`src/rtl/usart_tx_framed_if.sv`:
```
// Word handshake between the UART register block and the framed transmitter.
interface usart_tx_framed_if #(
  parameter int DATA_BITS = 8
) ();
  logic [DATA_BITS-1:0] data_in;
  logic                 valid_in;
  logic                 ready_out;

  modport master (output data_in, output valid_in, input ready_out);
  modport slave  (input data_in, input valid_in, output ready_out);
endinterface

```
`src/rtl/usart_tx_framed.sv`:
```
// Framed USART TX: internal baud divider, 5..9 data bits, parity, 1/2 stop, one-word holding buffer.
// Accept-to-start 1 clock when idle; ready_out low while holding full; USART_TX_BREAK_EN adds break_in.
module usart_tx_framed #(
  parameter int DATA_BITS = 8,
  parameter int DIV_WIDTH = 16
) (
  input  logic                 clock,
  input  logic                 reset_n,
  usart_tx_framed_if.slave     s_in,
  input  logic [DIV_WIDTH-1:0] divisor,
  input  logic [1:0]           parity_mode,
  input  logic                 stop_two,
`ifdef USART_TX_BREAK_EN
  input  logic                 break_in,
`endif
  output logic                 busy,
  output logic                 done,
  output logic                 tx_pin
);

  localparam int IW = $clog2(DATA_BITS + 1);
  localparam logic [IW-1:0] LAST_IDX = IW'(DATA_BITS);

`ifdef USART_TX_BREAK_EN
  typedef enum logic [2:0] {S_IDLE, S_DATA, S_PARITY, S_STOP, S_BREAK} state_t;
`else
  typedef enum logic [1:0] {S_IDLE, S_DATA, S_PARITY, S_STOP} state_t;
`endif

  state_t               r_state, w_state_n;
  logic [DIV_WIDTH-1:0] r_cnt, w_cnt_n, r_div, w_div_n;
  logic [DATA_BITS-1:0] r_shift, w_shift_n;
  logic [IW-1:0]        r_idx, w_idx_n;
  logic                 r_par, w_par_n, r_par_en, w_par_en_n;
  logic                 r_stop_two, w_stop_two_n, r_stop_cnt, w_stop_cnt_n;
  logic                 r_tx, w_tx_n, r_done, w_done_n;
  logic                 r_hold_vld, r_hold_st;
  logic [DATA_BITS-1:0] r_hold_dat;
  logic [1:0]           r_hold_pm;
  logic                 w_tick, w_load, w_accept, w_brk_req;
`ifdef USART_TX_BREAK_EN
  logic                 r_brk_rec, w_brk_rec_n;
  assign w_brk_req = break_in;
`else
  assign w_brk_req = 1'b0;
`endif

  function automatic logic par_of(input logic [1:0] pm, input logic [DATA_BITS-1:0] d);
    case (pm)
      2'b01:   return ~^d;
      2'b10:   return ^d;
      2'b11:   return 1'b1;
      default: return 1'b0;
    endcase
  endfunction

  assign w_tick      = (r_cnt == '0);
  assign w_accept    = s_in.valid_in && !r_hold_vld;
  assign s_in.ready_out = !r_hold_vld;
  assign busy        = (r_state != S_IDLE);
  assign done        = r_done;
  assign tx_pin      = r_tx;

  always_comb begin
    w_state_n    = r_state;
    w_cnt_n      = r_cnt;
    w_div_n      = r_div;
    w_shift_n    = r_shift;
    w_idx_n      = r_idx;
    w_par_n      = r_par;
    w_par_en_n   = r_par_en;
    w_stop_two_n = r_stop_two;
    w_stop_cnt_n = r_stop_cnt;
    w_tx_n       = r_tx;
    w_done_n     = 1'b0;
    w_load       = 1'b0;
`ifdef USART_TX_BREAK_EN
    w_brk_rec_n  = r_brk_rec;
`endif
    case (r_state)
      S_IDLE: begin
        w_tx_n = 1'b1;
`ifdef USART_TX_BREAK_EN
        if (break_in) begin
          w_state_n   = S_BREAK;
          w_tx_n      = 1'b0;
          w_brk_rec_n = 1'b0;
        end else
`endif
        if (r_hold_vld) w_load = 1'b1;
      end
      S_DATA: begin
        w_cnt_n = r_cnt - 1'b1;
        if (w_tick) begin
          w_cnt_n = r_div;
          if (r_idx == LAST_IDX) begin
            if (r_par_en) begin
              w_state_n = S_PARITY;
              w_tx_n    = r_par;
            end else begin
              w_state_n    = S_STOP;
              w_tx_n       = 1'b1;
              w_stop_cnt_n = 1'b0;
            end
          end else begin
            w_tx_n    = r_shift[0];
            w_shift_n = {1'b0, r_shift[DATA_BITS-1:1]};
            w_idx_n   = r_idx + 1'b1;
          end
        end
      end
      S_PARITY: begin
        w_cnt_n = r_cnt - 1'b1;
        if (w_tick) begin
          w_cnt_n      = r_div;
          w_state_n    = S_STOP;
          w_tx_n       = 1'b1;
          w_stop_cnt_n = 1'b0;
        end
      end
      S_STOP: begin
        w_cnt_n = r_cnt - 1'b1;
        if (w_tick) begin
          w_cnt_n = r_div;
          if (r_stop_two && !r_stop_cnt) begin
            w_stop_cnt_n = 1'b1;
          end else begin
            // A pending break outranks a queued word; it starts from IDLE next clock.
            w_done_n  = 1'b1;
            w_state_n = S_IDLE;
            w_tx_n    = 1'b1;
            if (r_hold_vld && !w_brk_req) w_load = 1'b1;
          end
        end
      end
`ifdef USART_TX_BREAK_EN
      S_BREAK: begin
        if (!r_brk_rec) begin
          if (!break_in) begin
            w_brk_rec_n = 1'b1;
            w_tx_n      = 1'b1;
            w_cnt_n     = divisor;
          end
        end else if (w_tick) begin
          w_state_n = S_IDLE;
          w_tx_n    = 1'b1;
          if (r_hold_vld) w_load = 1'b1;
        end else begin
          w_cnt_n = r_cnt - 1'b1;
        end
      end
`endif
      default: w_state_n = S_IDLE;
    endcase
    if (w_load) begin
      w_state_n    = S_DATA;
      w_tx_n       = 1'b0;
      w_cnt_n      = divisor;
      w_div_n      = divisor;
      w_shift_n    = r_hold_dat;
      w_idx_n      = '0;
      w_par_n      = par_of(r_hold_pm, r_hold_dat);
      w_par_en_n   = (r_hold_pm != 2'b00);
      w_stop_two_n = r_hold_st;
    end
  end

  always_ff @(posedge clock or negedge reset_n) begin
    if (!reset_n) begin
      r_state    <= S_IDLE;
      r_cnt      <= '0;
      r_div      <= '0;
      r_shift    <= '0;
      r_idx      <= '0;
      r_par      <= 1'b0;
      r_par_en   <= 1'b0;
      r_stop_two <= 1'b0;
      r_stop_cnt <= 1'b0;
      r_tx       <= 1'b1;
      r_done     <= 1'b0;
      r_hold_vld <= 1'b0;
      r_hold_dat <= '0;
      r_hold_pm  <= 2'b00;
      r_hold_st  <= 1'b0;
`ifdef USART_TX_BREAK_EN
      r_brk_rec  <= 1'b0;
`endif
    end else begin
      r_state    <= w_state_n;
      r_cnt      <= w_cnt_n;
      r_div      <= w_div_n;
      r_shift    <= w_shift_n;
      r_idx      <= w_idx_n;
      r_par      <= w_par_n;
      r_par_en   <= w_par_en_n;
      r_stop_two <= w_stop_two_n;
      r_stop_cnt <= w_stop_cnt_n;
      r_tx       <= w_tx_n;
      r_done     <= w_done_n;
`ifdef USART_TX_BREAK_EN
      r_brk_rec  <= w_brk_rec_n;
`endif
      if (w_accept) begin
        r_hold_vld <= 1'b1;
        r_hold_dat <= s_in.data_in;
        r_hold_pm  <= parity_mode;
        r_hold_st  <= stop_two;
      end else if (w_load) begin
        r_hold_vld <= 1'b0;
      end
    end
  end

endmodule

```
`src/flat_wrapper.sv`:
```
// flat-port wrapper written by rule: the top's interface ports become plain ports
module usart_tx_framed_flat 
#(
  parameter int DATA_BITS = 8,
  parameter int DIV_WIDTH = 16
)
  (clock, reset_n, divisor, parity_mode, stop_two, busy, done, tx_pin, s_in_data_in, s_in_valid_in, s_in_ready_out);
  usart_tx_framed_if #(.DATA_BITS(DATA_BITS)) s_in_i ();
  input  logic clock;
  input  logic reset_n;
  input  logic [DIV_WIDTH-1:0] divisor;
  input  logic [1:0] parity_mode;
  input  logic stop_two;
  output logic busy;
  output logic done;
  output logic tx_pin;
  input wire logic [$bits(s_in_i.data_in)-1:0] s_in_data_in;
  input wire logic [$bits(s_in_i.valid_in)-1:0] s_in_valid_in;
  output wire logic [$bits(s_in_i.ready_out)-1:0] s_in_ready_out;
  assign s_in_i.data_in = s_in_data_in;
  assign s_in_i.valid_in = s_in_valid_in;
  assign s_in_ready_out = s_in_i.ready_out;
  usart_tx_framed #(.DATA_BITS(DATA_BITS), .DIV_WIDTH(DIV_WIDTH)) u_core (.clock(clock), .reset_n(reset_n), .s_in(s_in_i), .divisor(divisor), .parity_mode(parity_mode), .stop_two(stop_two), .busy(busy), .done(done), .tx_pin(tx_pin));
endmodule
```
`config.mk`:
```
export PLATFORM = sky130hd
export DESIGN_NAME = usart_tx_framed_flat
export DESIGN_NICKNAME = d
export VERILOG_FILES = /design/src/rtl/usart_tx_framed_if.sv /design/src/rtl/usart_tx_framed.sv /design/src/flat_wrapper.sv
export SDC_FILE = /design/constraint.sdc
export NUM_CORES = 1
export LEC_CHECK = 0
export ABC_CLOCK_PERIOD_IN_PS = 2600
export BUFFER_PORTS_ARGS = -buffer_cell sky130_fd_sc_hd__buf_2
export CORE_MARGIN = 1
export CORE_UTILIZATION = 49
export DETAILED_ROUTE_END_ITERATION = 12
export PLACE_DENSITY_LB_ADDON = 0.12
export SLEW_MARGIN = 0
export SYNTH_ARGS = -nofsm -noshare
export SYNTH_HDL_FRONTEND = slang
export SYNTH_SLANG_ARGS = --single-unit
```
`constraint.sdc`:
```
create_clock -name clock -period 2.6 [get_ports clock]
set_input_delay 0.65 -clock clock [delete_from_list [all_inputs] [get_ports clock]]
set_output_delay 0.65 -clock clock [all_outputs]
set_load 0.02 [all_outputs]
```
==> results of run 1 <==
## worst paths after layout
kind | start | cells after the start | to | slack [ns]
worst max register to register | u_core.r_cnt[0]$_DFFE_PN0P_ | 8 | u_core.r_shift[3]$_DFFE_PN0P_ | 0.27
max in group asynchronous | reset_n | 2 | u_core.tx_pin$_DFFE_PN1P_ | 1.59
min in group clock | u_core.r_hold_st$_DFFE_PN0P_ | 2 | u_core.r_stop_two$_DFFE_PN0P_ | 0.48
worst min-delay path | reset_n | 1 | u_core.r_cnt[10]$_DFFE_PN0P_ | 0.32
worst max-delay path | u_core.r_cnt[0]$_DFFE_PN0P_ | 8 | u_core.r_shift[3]$_DFFE_PN0P_ | 0.27
worst min register to register | u_core.r_hold_st$_DFFE_PN0P_ | 2 | u_core.r_stop_two$_DFFE_PN0P_ | 0.48
## flip-flops by register name, indices dropped and copies added (netlist names), 2 cells and up
signal	flops
u_core.r_hold_dat	8
u_core.r_idx	4
u_core.r_shift	8
u_core.r_div	16
u_core.r_state	2
u_core.r_cnt	16
u_core.r_hold_pm	2
## routing by layer
metal  GRT usage, %  share of wire, %  vias up
li1               -                 -     1281
met2           34.2                46       48
met5              0                 0        -
met3           4.23               4.2       12
met1           27.1                47     1196
met4           11.8               2.2        0
## logic make-up (layout without fill, tap and decap cells)
group / count (synthesis) / after routing / synth area share [%]
XOR/XNOR: 11 / 11 / 2.91
multiplexers: 22 / 22 / 7.10
AO/OA/AOI/OAI: 77 / 77 / 14.8
AND/OR/NAND/NOR: 134 / 134 / 19.6
buffers and inverters: 28 / 73 / 3.55
flip-flops: 64 / 64 / 48.4
adder cells (fa/ha/maj): 10 / 10 / 3.78
## per-stage QoR
step / cells / power, mW
2_1_floorplan: 346 / 3.21
3_3_place_gp: 452 / 3.65
3_5_place_dp: 452 / 3.68
4_1_cts: 468 / 4.62
5_1_grt: 468 / 4.96
6_report: 468 / 4.58
## critical path, delay by kind of cell, from the launching register on
kind / cells / cell delay [ns]
fa+ha+maj: 1 / 0.21
compound gates: 1 / 0.07
mux: 1 / 0.22
simple gates: 3 / 0.90
flops: 1 / 0.40
buf+inv: 2 / 0.41
## layout by cell type (no fill, tap or decap), types with 2 or more instances in the layout
cell type,count
sky130_fd_sc_hd__nand3_1,5
sky130_fd_sc_hd__o22a_1,3
sky130_fd_sc_hd__xnor2_1,9
sky130_fd_sc_hd__ha_1,10
sky130_fd_sc_hd__inv_1,13
sky130_fd_sc_hd__nor2b_1,3
sky130_fd_sc_hd__clkinv_2,3
sky130_fd_sc_hd__nand2b_1,4
sky130_fd_sc_hd__mux2_2,12
sky130_fd_sc_hd__a211o_1,2
sky130_fd_sc_hd__buf_4,10
sky130_fd_sc_hd__bufinv_16,2
sky130_fd_sc_hd__nand2_1,71
sky130_fd_sc_hd__or3_1,2
sky130_fd_sc_hd__a2bb2oi_1,3
sky130_fd_sc_hd__xor2_1,2
sky130_fd_sc_hd__o21a_1,2
sky130_fd_sc_hd__nor3_1,3
sky130_fd_sc_hd__a21boi_1,2
sky130_fd_sc_hd__o22ai_1,5
sky130_fd_sc_hd__nand4_1,3
sky130_fd_sc_hd__a31oi_1,7
sky130_fd_sc_hd__o21ai_1,24
sky130_fd_sc_hd__clkbuf_8,9
sky130_fd_sc_hd__mux2i_1,10
sky130_fd_sc_hd__dfrtp_1,63
sky130_fd_sc_hd__nor2_1,26
sky130_fd_sc_hd__buf_2,33
sky130_fd_sc_hd__o21ai_0,4
sky130_fd_sc_hd__nand3b_1,3
sky130_fd_sc_hd__a211oi_1,3
sky130_fd_sc_hd__a21oi_1,10
sky130_fd_sc_hd__and4_1,2
sky130_fd_sc_hd__o21ba_2,2
## cell type report
cell class	instances	area, um2
timing repair buffer	44	260
multi-input combinational	254	1610
sequential	64	1600
fill	557	2600
tap	77	96.3
clock inverter	6	83.8
clock buffer	10	128
inverter	13	48.8
## report_power, final
| part | internal [mW] | switching [mW] | total (mW) |
|---|---|---|---|
| clock | 0.537 | 0.397 | 0.934 |
| sequential | 1.45 | 0.396 | 1.85 |
| combinational | 0.858 | 0.938 | 1.80 |
| total | 2.85 | 1.73 | 4.58 |
==> impl_metrics.sql, run 1 <==
INSERT INTO impl_metrics (metric_group, metric, value, unit) VALUES
('synth', 'dominantRegCellSynth', 'sky130_fd_sc_hd__dfrtp_1', ''),
('clock_network', 'post_cts.repair.setup_buffers', '0', ''),
('timing', 'timing.max_slew.rel_slack', '57.5', '%'),
('synth', 'synth_cells', '346', ''),
('global_route', 'largest_net_degree_at_the_start_of_global_routing', '39', ''),
('timing', 'final_hold_viol_count', '0', ''),
('die', 'start_util', '51.6', '%'),
('timing', 'setup_viol', '0', ''),
('route', 'final_antenna_net_count', '0', ''),
('setup_path', 'worst_setup_path_end_kind', 'flip-flop', ''),
('timing', 'pin_slew_with_the_least_headroom_to_its_limit', '0.637', 'ns'),
('clock_network', 'holdBufCountCts', '0', ''),
('die', 'floorplan.die.width', '84.2', 'um'),
('route', 'via_per_inst', '5.42', ''),
('placement', 'place.detailed.hpwl', '4630', 'um'),
('run_status', 'violations_in_the_final_reports', 'design-rule violations', ''),
('placement', 'placement.setup.worst_slack', '0.267', 'ns'),
('clock_network', 'cts_repair_resize_count', '0', ''),
('timing', 'share_of_the_clock_period_used_by_the_worst_path_after_layout', '89.6', '%'),
('final_layout', 'finish.net_count', '426', ''),
('placement', 'gp_congestion', '0.825', ''),
('final_layout', 'post_route_cells_drive_above_1_share', '20.7', '%'),
('route', 'remaining_routing_drc_violations', '4', ''),
('die', 'core', '6420', 'um2'),
('placement', 'detailed_place.area', '3610', 'um2'),
('timing', 'fin_hold_ws', '0.318', 'ns'),
('die', 'placementRows', '29', ''),
('clock_network', 'clock_sink_count', '64', ''),
('final_layout', 'insertedDiodeCount', '0', ''),
('setup_path', 'timing.critical_path.slowest_stage_cell', 'sky130_fd_sc_hd__dfrtp_1', ''),
('setup_path', 'timing_worst_setup_path_type', 'flip-flop to flip-flop', ''),
('global_route', 'grt_first_pass_wirelength', '11700', 'um'),
('pwr', 'worst_ir_drop_vdd', '0.610', 'mV'),
('clock_network', 'cts_inserted_buffers', '9', ''),
('synth', 'ys_ff_latch', '64', ''),
('clock_network', 'tritoncts', 'yes', ''),
('timing', 'timing.fmax', '0.429', 'GHz'),
('synth', 'synth_enable_flop_cells', '0', ''),
('synth', 'synth-seq-area-share', '48.4', '%'),
('route', 'dr.first_iter.drc_count', '146', ''),
('synth', 'synth_async_sr_flop_share', '100', '%'),
('placement', 'buffer_ports.inserted', '33', ''),
('timing', 'fin_tns_setup', '0', 'ns'),
('clock_network', 'clkLatencyLatePin', '0.35', 'ns'),
('synth', 'syn_area_per_cell', '9.58', 'um2'),
('synth', 'yosys.area.top_type_share', '47.6', '%'),
('setup_path', 'critPathMaxStageDelay', '0.40', 'ns'),
('timing', 'postLayoutSetupSlackWorst', '0.270', 'ns'),
('pwr', 'power.static_leakage', '1.76', 'nW'),
('run', 'cap_violations', '0', ''),
('timing', 'finalWorstPathRequiredPeriod', '2.33', 'ns'),
('route', 'wirelength', '6660', 'um'),
('setup_path', 'critical_path_at', '2.56', 'ns'),
('synth', 'most_frequent_cells_after_synthesis', 'sky130_fd_sc_hd__nand2_1, sky130_fd_sc_hd__dfrtp_1, sky130_fd_sc_hd__nor2_1', ''),
('final_layout', 'fin_area', '3820', 'um2'),
('die', 'floorplan.die_area', '7100', 'um2'),
('synth', 'mappedNetlistArea', '3310', 'um2'),
('timing', 'final-max-slew-violation-count', '0', ''),
('clock_network', 'clockRootBuffer', 'sky130_fd_sc_hd__clkbuf_8', ''),
('clock_network', 'cts.clk_slew.worst_paths', '0.07', 'ns'),
('synth', 'synth_top_area_cell', 'sky130_fd_sc_hd__dfrtp_1', ''),
('global_route', 'grt.overflow.total', '0', ''),
('final_layout', 'utilization_after_layout', '59.6', '%'),
('route', 'dr_total_vias', '2537', ''),
('die', 'die_h', '84.2', 'um'),
('setup_path', 'timing.critical_path.cells', 'inv_1 -> ha_1 -> nor4b_2 -> nand4_1 -> buf_4 -> nor2_8 -> mux2i_1 -> o21ai_1', ''),
('global_route', 'grt_antenna_before_repair', '0', ''),
('run_status', 'outcome', 'finished, violations left', ''),
('die', 'io-pin-count', '34', ''),
('synth', 'yosys.cell_count.top_type', 'sky130_fd_sc_hd__nand2_1', ''),
('hold_path', 'min_path_type', 'input port to async pin', '');
No activity file was read; power rests on OpenSTA's default activity.
==> inputs of run 2 (changes only) <==
--- a/config.mk
+++ b/config.mk
@@ -5,7 +5,7 @@
 export SDC_FILE = /design/constraint.sdc
 export NUM_CORES = 1
 export LEC_CHECK = 0
-export ABC_CLOCK_PERIOD_IN_PS = 2600
+export ABC_CLOCK_PERIOD_IN_PS = 1900
 export BUFFER_PORTS_ARGS = -buffer_cell sky130_fd_sc_hd__buf_2
 export CORE_MARGIN = 1
 export CORE_UTILIZATION = 49
==> constraint.sdc (replaced) <==
create_clock -name clock -period 1.9 [get_ports clock]
set_input_delay 0.475 -clock clock [delete_from_list [all_inputs] [get_ports clock]]
set_output_delay 0.475 -clock clock [all_outputs]
set_load 0.02 [all_outputs]
==> run 2 against run 1 <==
The run ends with design-rule violations, negative setup slack left. Wire length up 25%. Design area grew 20%. Total power rose by 67%. Critical endpoint is now u_core.r_state[0]$_DFFE_PN0P_.
==> impl_metrics.sql, run 2 (synthesized netlist as in run 1, its figures left out) <==
INSERT INTO impl_metrics (metric_group, metric, value, unit) VALUES
('final_layout', 'final_common_cell', 'sky130_fd_sc_hd__dfrtp_1', ''),
('clock_network', 'clockRootBuffer', 'sky130_fd_sc_hd__clkbuf_8', ''),
('global_route', 'largest_net_degree_at_the_start_of_global_routing', '27', ''),
('timing', 'timing.fmax', '0.506', 'GHz'),
('final_layout', 'post_route_cells_drive_above_1_share', '40.4', '%'),
('die', 'floorplan.die.width', '84.2', 'um'),
('final_layout', 'top_regs', 'u_core.r_cnt x16, u_core.r_div x16', ''),
('clock_network', 'tritoncts', 'yes', ''),
('setup_path', 'worstSetupStartpointType', 'flip-flop', ''),
('setup_path', 'critical-path-top-delay-family', 'simple AND/OR/NAND/NOR gates', ''),
('pwr', 'pwr-share-clk', '19.2', '%'),
('route', 'dr.first_iter.drc_count', '121', ''),
('setup_path', 'path_max_fanout', '5', ''),
('final_layout', 'insertedDiodeCount', '0', ''),
('setup_path', 'worst_setup_path_end_kind', 'flip-flop', ''),
('clock_network', 'clkLatencyLatePin', '0.36', 'ns'),
('pwr', 'power.total', '7.63', 'mW'),
('timing', 'final-max-slew-violation-count', '0', ''),
('die', 'io-pin-count', '34', ''),
('die', 'floorplan.die_area', '7100', 'um2'),
('timing', 'share_of_the_clock_period_used_by_the_worst_path_after_layout', '104', '%'),
('clock_network', 'holdBufCountCts', '0', ''),
('route', 'dr_total_vias', '2867', ''),
('final_layout', 'fin_area', '4610', 'um2'),
('pwr', 'power.static_leakage', '2.13', 'nW'),
('die', 'core', '6420', 'um2'),
('pwr', 'power.internal', '4.76', 'mW'),
('global_route', 'first_global_vias', '2777', ''),
('route', 'wirelength', '8330', 'um'),
('route', 'dr_pass1_iterations', '8', ''),
('run_status', 'violations_in_the_final_reports', 'design-rule violations, negative setup slack', ''),
('clock_network', 'cts_inserted_buffers', '9', ''),
('die', 'placementRows', '29', ''),
('timing', 'setup_repair_after_global_routing_missed_its_margin', 'yes', ''),
('route', 'detail_route.wl_per_cell', '16.1', 'um'),
('final_layout', 'utilization_after_layout', '71.7', '%'),
('clock_network', 'htreeDepth', '3', ''),
('pwr', 'power_per_cell_area', '1660', 'nW/um2'),
('clock_network', 'buffer_levels_on_the_longest_clock_path', '2', ''),
('timing', 'postLayoutSetupSlackWorst', '-0.0775', 'ns'),
('hold_path', 'min_path_type', 'input port to async pin', ''),
('setup_path', 'timing.critical_path.cells', 'inv_2 -> ha_4 -> nor4b_4 -> and4_4 -> buf_4 -> a41oi_2 -> nand3b_1 -> o22a_1', ''),
('placement', 'place.detailed.hpwl', '5180', 'um'),
('placement', 'gp_congestion', '0.835', ''),
('placement', 'placement.setup.worst_slack', '-0.128', 'ns'),
('setup_path', 'critPathMaxStageDelay', '0.40', 'ns'),
('run', 'cap_violations', '0', ''),
('pwr', 'p_comb_share', '48.6', '%'),
('pwr', 'power.share.switching', '37.6', '%'),
('placement', 'detailed_place.area', '3950', 'um2'),
('final_layout', 'finish.net_count', '476', ''),
('timing', 'timing.max_slew.rel_slack', '66.6', '%'),
('timing', 'pin_slew_with_the_least_headroom_to_its_limit', '0.500', 'ns'),
('global_route', 'grt.overflow.total', '0', ''),
('timing', 'finalWorstPathRequiredPeriod', '1.98', 'ns'),
('placement', 'dp.cells', '487', ''),
('pwr', 'seq_power_share', '32.2', '%'),
('final_layout', 'layout-area-overhead-vs-synth', '39.0', '%'),
('global_route', 'gr-usage-all-layers', '24.1', '%'),
('route', 'via_per_inst', '5.53', ''),
('route', 'final_antenna_net_count', '0', ''),
('final_layout', 'nFillCells', '482', ''),
('setup_path', 'worstPathBufferInverterCount', '2', ''),
('run_status', 'outcome', 'finished, violations left', ''),
('pwr', 'p_switching', '2.87', 'mW'),
('route', 'remaining_routing_drc_violations', '2', ''),
('clock_network', 'clock_sink_count', '64', ''),
('clock_network', 'cts.clk_slew.worst_paths', '0.08', 'ns'),
('global_route', 'grt_antenna_before_repair', '0', ''),
('die', 'start_util', '51.6', '%'),
('timing', 'final_hold_viol_count', '0', ''),
('die', 'die_h', '84.2', 'um'),
('global_route', 'grt_first_pass_wirelength', '13100', 'um'),
('timing', 'skew', '0.00674', 'ns'),
('timing', 'setup_viol', '37', ''),
('setup_path', 'timing_worst_setup_path_type', 'flip-flop to flip-flop', ''),
('setup_path', 'worst_ep_required_time', '2.14', 'ns'),
('setup_path', 'critical_path_at', '2.22', 'ns'),
('pwr', 'worst_ir_drop_vdd', '1.25', 'mV'),
('final_layout', 'final-instance-count-excl-fill', '518', ''),
('final_layout', 'commonest_cells_after_routing_fill_and_taps_aside', 'sky130_fd_sc_hd__dfrtp_1, sky130_fd_sc_hd__nand2_1, sky130_fd_sc_hd__buf_4', ''),
('placement', 'buffer_ports.inserted', '33', ''),
('setup_path', 'timing.critical_path.slowest_stage_cell', 'sky130_fd_sc_hd__dfrtp_1', '');
-- run 2: what timing repair did --
action	in CTS	in global routing
setup endpoints to repair	46	51
resized for setup	23	39
cloned	2	2
endpoints found under the hold margin	0	0
pin swaps	15	21
buffers inserted	10	2
-- run 2: cell type report --
class	count	area [um2]	area share [%]
Clock buffer	9	124	2.69
Clock inverter	7	119	2.58
Inverter	13	48.8	1.06
Tap cell	77	96.3	2.09
Multi-Input combinational cell	255	1850	40.1
Sequential cell	64	1600	34.8
Timing Repair Buffer	93	769	16.7
-- run 2: power by group through the flow --
stage               logic (mW)  clock network [mW]  registers (mW)
global route              4.04                1.53            2.54
floorplan                 1.99                   0            2.43
finish                    3.71                1.46            2.46
detailed placement        3.10                   0            2.46
CTS                       3.37                1.47            2.44
global placement          3.03                   0            2.44
-- run 2: worst register-to-register path: cells and delay by family, from the launching register on --
kind            cells  cell delay, ns
fa+ha+maj           1            0.13
buf+inv             2            0.24
simple gates        3            0.74
compound gates      2            0.36
flops               1            0.40
-- run 2: final timing paths --
path                            slack, ns  cells past startpoint                             to                        start
min in group clock                   0.33                      3   u_core.r_div[11]$_DFFE_PN0P_                  divisor[11]
worst min-delay path                 0.07                      1   u_core.r_div[14]$_DFFE_PN0P_                      reset_n
worst max-delay path                -0.08                      8  u_core.r_state[0]$_DFFE_PN0P_  u_core.r_cnt[0]$_DFFE_PN0P_
worst min register to register       0.48                      2    u_core.r_div[2]$_DFFE_PN0P_  u_core.r_div[2]$_DFFE_PN0P_
worst max register to register      -0.08                      8  u_core.r_state[0]$_DFFE_PN0P_  u_core.r_cnt[0]$_DFFE_PN0P_
max in group asynchronous            1.32                      2  u_core.r_shift[2]$_DFFE_PN0P_                      reset_n
-- run 2: routing by layer --
metal | GRT usage, % | wire, um | vias to the layer above
met5 | 0 | 0 | -
met4 | 9.87 | 165 | 0
met3 | 6.10 | 303 | 15
met2 | 40.2 | 4290 | 66
met1 | 29.9 | 3570 | 1400
li1 | - | - | 1386
-- run 2: metrics by stage --
step                setup TNS (ns)  hold WS, ns
floorplan                 -0.00445        0.179
global placement            -0.674        0.449
detailed placement           -2.45        0.459
CTS                         -0.393       0.0833
global route                 -6.18        0.112
finish                       -1.21       0.0747
==> inputs of run 3 (changes only) <==
--- a/config.mk
+++ b/config.mk
@@ -7,10 +7,11 @@
 export LEC_CHECK = 0
 export ABC_CLOCK_PERIOD_IN_PS = 1900
 export BUFFER_PORTS_ARGS = -buffer_cell sky130_fd_sc_hd__buf_2
+export CAP_MARGIN = 20
 export CORE_MARGIN = 1
 export CORE_UTILIZATION = 49
 export DETAILED_ROUTE_END_ITERATION = 12
-export PLACE_DENSITY_LB_ADDON = 0.12
+export PLACE_DENSITY = 0.67
 export SLEW_MARGIN = 0
 export SYNTH_ARGS = -nofsm -noshare
 export SYNTH_HDL_FRONTEND = slang
==> constraint.sdc (replaced) <==
create_clock -name clock -period 1.9 [get_ports clock]
set_input_delay 0.475 -clock clock [delete_from_list [all_inputs] [get_ports clock]]
set_output_delay 0.475 -clock clock [all_outputs]
set_load 0.05 [all_outputs]
==> run 3 against run 2 <==
The flow still finishes with violations (design-rule violations, negative setup slack). Design area increased by 1.2%. First-iteration DRC count grew 40%. Global-route usage is 0.63 points lower. Clock skew grew 0.0051 ns. Sequential share of layout area fell by 0.42 points. Die area did not move. Wire length increased by 1.4%. Final cell count is 1.9% higher. Clock power up 9%. Combinational power increased by 4%. Largest cell class unchanged. Highest routed layer unchanged.
==> impl_metrics.sql, run 3 (synthesized netlist as in run 1, its figures left out) <==
INSERT INTO impl_metrics (metric_group, metric, value, unit) VALUES
('die', 'core', '6420', 'um2'),
('final_layout', 'final-instance-count-excl-fill', '528', ''),
('die', 'io-pin-count', '34', ''),
('route', 'wirelength', '8450', 'um'),
('global_route', 'grt_use_met2', '41.3', '%'),
('final_layout', 'final-seq-area', '1600', 'um2'),
('final_layout', 'nFillCells', '467', ''),
('timing', 'share_of_the_clock_period_used_by_the_worst_path_after_layout', '109', '%'),
('pwr', 'power.total', '7.94', 'mW'),
('setup_path', 'critical_path_at', '2.34', 'ns'),
('global_route', 'grt_antenna_before_repair', '0', ''),
('final_layout', 'area_of_combinational_cells_with_multiple_inputs', '1820', 'um2'),
('final_layout', 'insertedDiodeCount', '0', ''),
('setup_path', 'timing_worst_setup_path_type', 'flip-flop to flip-flop', ''),
('placement', 'buffer_ports.inserted', '33', ''),
('setup_path', 'worstSetupStartpointType', 'flip-flop', ''),
('timing', 'setup_viol', '46', ''),
('placement', 'gp_congestion', '0.839', ''),
('clock_network', 'clockRootBuffer', 'sky130_fd_sc_hd__clkbuf_8', ''),
('timing', 'timing.max_slew.rel_slack', '76.9', '%'),
('final_layout', 'utilization_after_layout', '72.6', '%'),
('clock_network', 'clock_sink_count', '64', ''),
('clock_network', 'tritoncts', 'yes', ''),
('pwr', 'power_per_cell_area', '1700', 'nW/um2'),
('run_status', 'outcome', 'finished, violations left', ''),
('timing', 'timing.fmax', '0.481', 'GHz'),
('global_route', 'grt_first_pass_wirelength', '12900', 'um'),
('global_route', 'first_global_vias', '2872', ''),
('route', 'dr_total_vias', '2933', ''),
('placement', 'place.detailed.hpwl', '5110', 'um'),
('pwr', 'power.static_leakage', '2.17', 'nW'),
('run', 'cap_violations', '0', ''),
('route', 'via_per_inst', '5.55', ''),
('timing', 'fin_hold_ws', '0.103', 'ns'),
('clock_network', 'clkLatencyLatePin', '0.35', 'ns'),
('timing', 'finalWorstPathRequiredPeriod', '2.08', 'ns'),
('die', 'die_h', '84.2', 'um'),
('setup_path', 'worstSetupStartpoint', 'u_core.r_cnt[0]$_DFFE_PN0P_', ''),
('timing', 'skew', '0.0118', 'ns'),
('timing', 'pin_slew_with_the_least_headroom_to_its_limit', '0.342', 'ns'),
('final_layout', 'finish.net_count', '486', ''),
('setup_path', 'worst_setup_path_end_kind', 'flip-flop', ''),
('die', 'floorplan.die_area', '7100', 'um2'),
('setup_path', 'r2r_cells', '10', ''),
('pwr', 'worst_ir_drop_vdd', '0.963', 'mV'),
('timing', 'final-max-slew-violation-count', '0', ''),
('route', 'dr.first_iter.drc_count', '170', ''),
('timing', 'fin_tns_setup', '-4.70', 'ns'),
('final_layout', 'fin_area', '4660', 'um2'),
('global_route', 'globalRouteMet3Util', '5.11', '%'),
('clock_network', 'cts.clk_slew.worst_paths', '0.08', 'ns'),
('placement', 'dp.cells', '490', ''),
('setup_path', 'worst_ep_required_time', '2.16', 'ns'),
('clock_network', 'htreeDepth', '3', ''),
('hold_path', 'min_path_type', 'input port to async pin', ''),
('global_route', 'grt.overflow.total', '0', ''),
('placement', 'placement.setup.worst_slack', '-0.179', 'ns'),
('die', 'floorplan.die.width', '84.2', 'um'),
('final_layout', 'top_regs', 'u_core.r_cnt x16, u_core.r_div x16', ''),
('run_status', 'violations_in_the_final_reports', 'design-rule violations, negative setup slack', ''),
('global_route', 'met1_usage', '27.9', '%'),
('placement', 'detailed_place.area', '3930', 'um2'),
('timing', 'setup_repair_after_global_routing_missed_its_margin', 'yes', ''),
('global_route', 'global_route.peak_usage_layer', 'met2', ''),
('route', 'detail_route.wl_per_cell', '16.0', 'um'),
('die', 'placementRows', '29', ''),
('final_layout', 'commonest_cells_after_routing_fill_and_taps_aside', 'sky130_fd_sc_hd__dfrtp_1, sky130_fd_sc_hd__nand2_1, sky130_fd_sc_hd__buf_4', ''),
('timing', 'final_hold_viol_count', '0', ''),
('setup_path', 'reg2reg_setup_slack', '-0.18', 'ns'),
('route', 'remaining_routing_drc_violations', '2', ''),
('setup_path', 'critical_path.endpoint', 'u_core.r_shift[2]$_DFFE_PN0P_', ''),
('final_layout', 'final_common_cell', 'sky130_fd_sc_hd__dfrtp_1', ''),
('final_layout', 'layout-area-overhead-vs-synth', '40.7', '%'),
('global_route', 'gr-usage-all-layers', '23.4', '%'),
('global_route', 'largest_net_degree_at_the_start_of_global_routing', '65', ''),
('route', 'dr_pass1_iterations', '11', ''),
('setup_path', 'rr_endpoint', 'u_core.r_shift[2]$_DFFE_PN0P_', ''),
('final_layout', 'post_route_cells_drive_above_1_share', '41.0', '%'),
('timing', 'postLayoutSetupSlackWorst', '-0.179', 'ns'),
('setup_path', 'path_max_fanout', '8', ''),
('clock_network', 'cts_inserted_buffers', '9', ''),
('die', 'start_util', '51.6', '%'),
('setup_path', 'source_of_the_worst_register_to_register_timing_path', 'u_core.r_cnt[0]$_DFFE_PN0P_', ''),
('clock_network', 'buffer_levels_on_the_longest_clock_path', '2', ''),
('route', 'final_antenna_net_count', '0', '');
==> run 3: cell count changes in the layout (fill, tap and decap cells not counted), moves of 2 or more <==
cell / previous run / this run
sky130_fd_sc_hd__a31oi_1: 4 / 7
sky130_fd_sc_hd__a31oi_2: 3 / 0
sky130_fd_sc_hd__buf_12: 7 / 3
sky130_fd_sc_hd__buf_4: 47 / 54
sky130_fd_sc_hd__buf_6: 3 / 9
sky130_fd_sc_hd__nand2_1: 57 / 61
sky130_fd_sc_hd__nand2_2: 8 / 6
sky130_fd_sc_hd__nand2_4: 6 / 4
sky130_fd_sc_hd__nor2_1: 16 / 20
sky130_fd_sc_hd__nor2_4: 8 / 2
==> run 3: final cells by class <==
class	count	area share, %
multi-input cells	254	39.0
flip-flops and latches	64	34.4
repair buffers	104	17.7
clock inverters	7	3.09
clock buffers	9	2.66
well taps	77	2.07
inverters	13	1.05
==> run 3: per-layer routing <==
layer | vias up | wire (um)
met5 | - | 0
met4 | 0 | 188
met3 | 17 | 411
met2 | 94 | 4360
met1 | 1418 | 3490
li1 | 1404 | -
==> run 3: worst min-delay path by stage <==
stage	end	cells after the start	slack [ns]	startpoint
after global placement	u_core.r_stop_two$_DFFE_PN0P_	2	0.46	u_core.r_hold_st$_DFFE_PN0P_
after detailed placement	u_core.r_par$_DFFE_PN0P_	2	0.47	u_core.r_par$_DFFE_PN0P_
after CTS	u_core.r_cnt[9]$_DFFE_PN0P_	2	0.13	reset_n
after floorplan	u_core.done$_DFF_PN0_	0	0.18	reset_n
after global routing	u_core.r_div[12]$_DFFE_PN0P_	2	0.15	reset_n
final	u_core.r_div[12]$_DFFE_PN0P_	2	0.10	reset_n
==> run 3: power by group <==
part	internal, mW	switching, mW
Combinational	1.96	1.91
Clock	1.01	0.584
Sequential	1.99	0.486
==> run 3: timing repair <==
action                                 4_1_cts  5_1_grt
pin swaps                                   16       22
gates cloned                                 0        4
hold buffers                                 0        0
buffers inserted                            11        9
setup endpoints to repair                   47       51
resized for setup                           19       45
endpoints found under the hold margin        0        0
==> run 3: worst max-delay path, stage by stage, from the launching register on <==
cell	delay, ns
sky130_fd_sc_hd__dfrtp_1	0.41
sky130_fd_sc_hd__inv_2	0.09
sky130_fd_sc_hd__ha_4	0.13
sky130_fd_sc_hd__nor4b_4	0.21
sky130_fd_sc_hd__nand4_1	0.26
sky130_fd_sc_hd__buf_6	0.21
sky130_fd_sc_hd__o21ai_4	0.22
sky130_fd_sc_hd__buf_12	0.17
sky130_fd_sc_hd__buf_6	0.13
sky130_fd_sc_hd__nand2_1	0.05
sky130_fd_sc_hd__o21ai_1	0.11
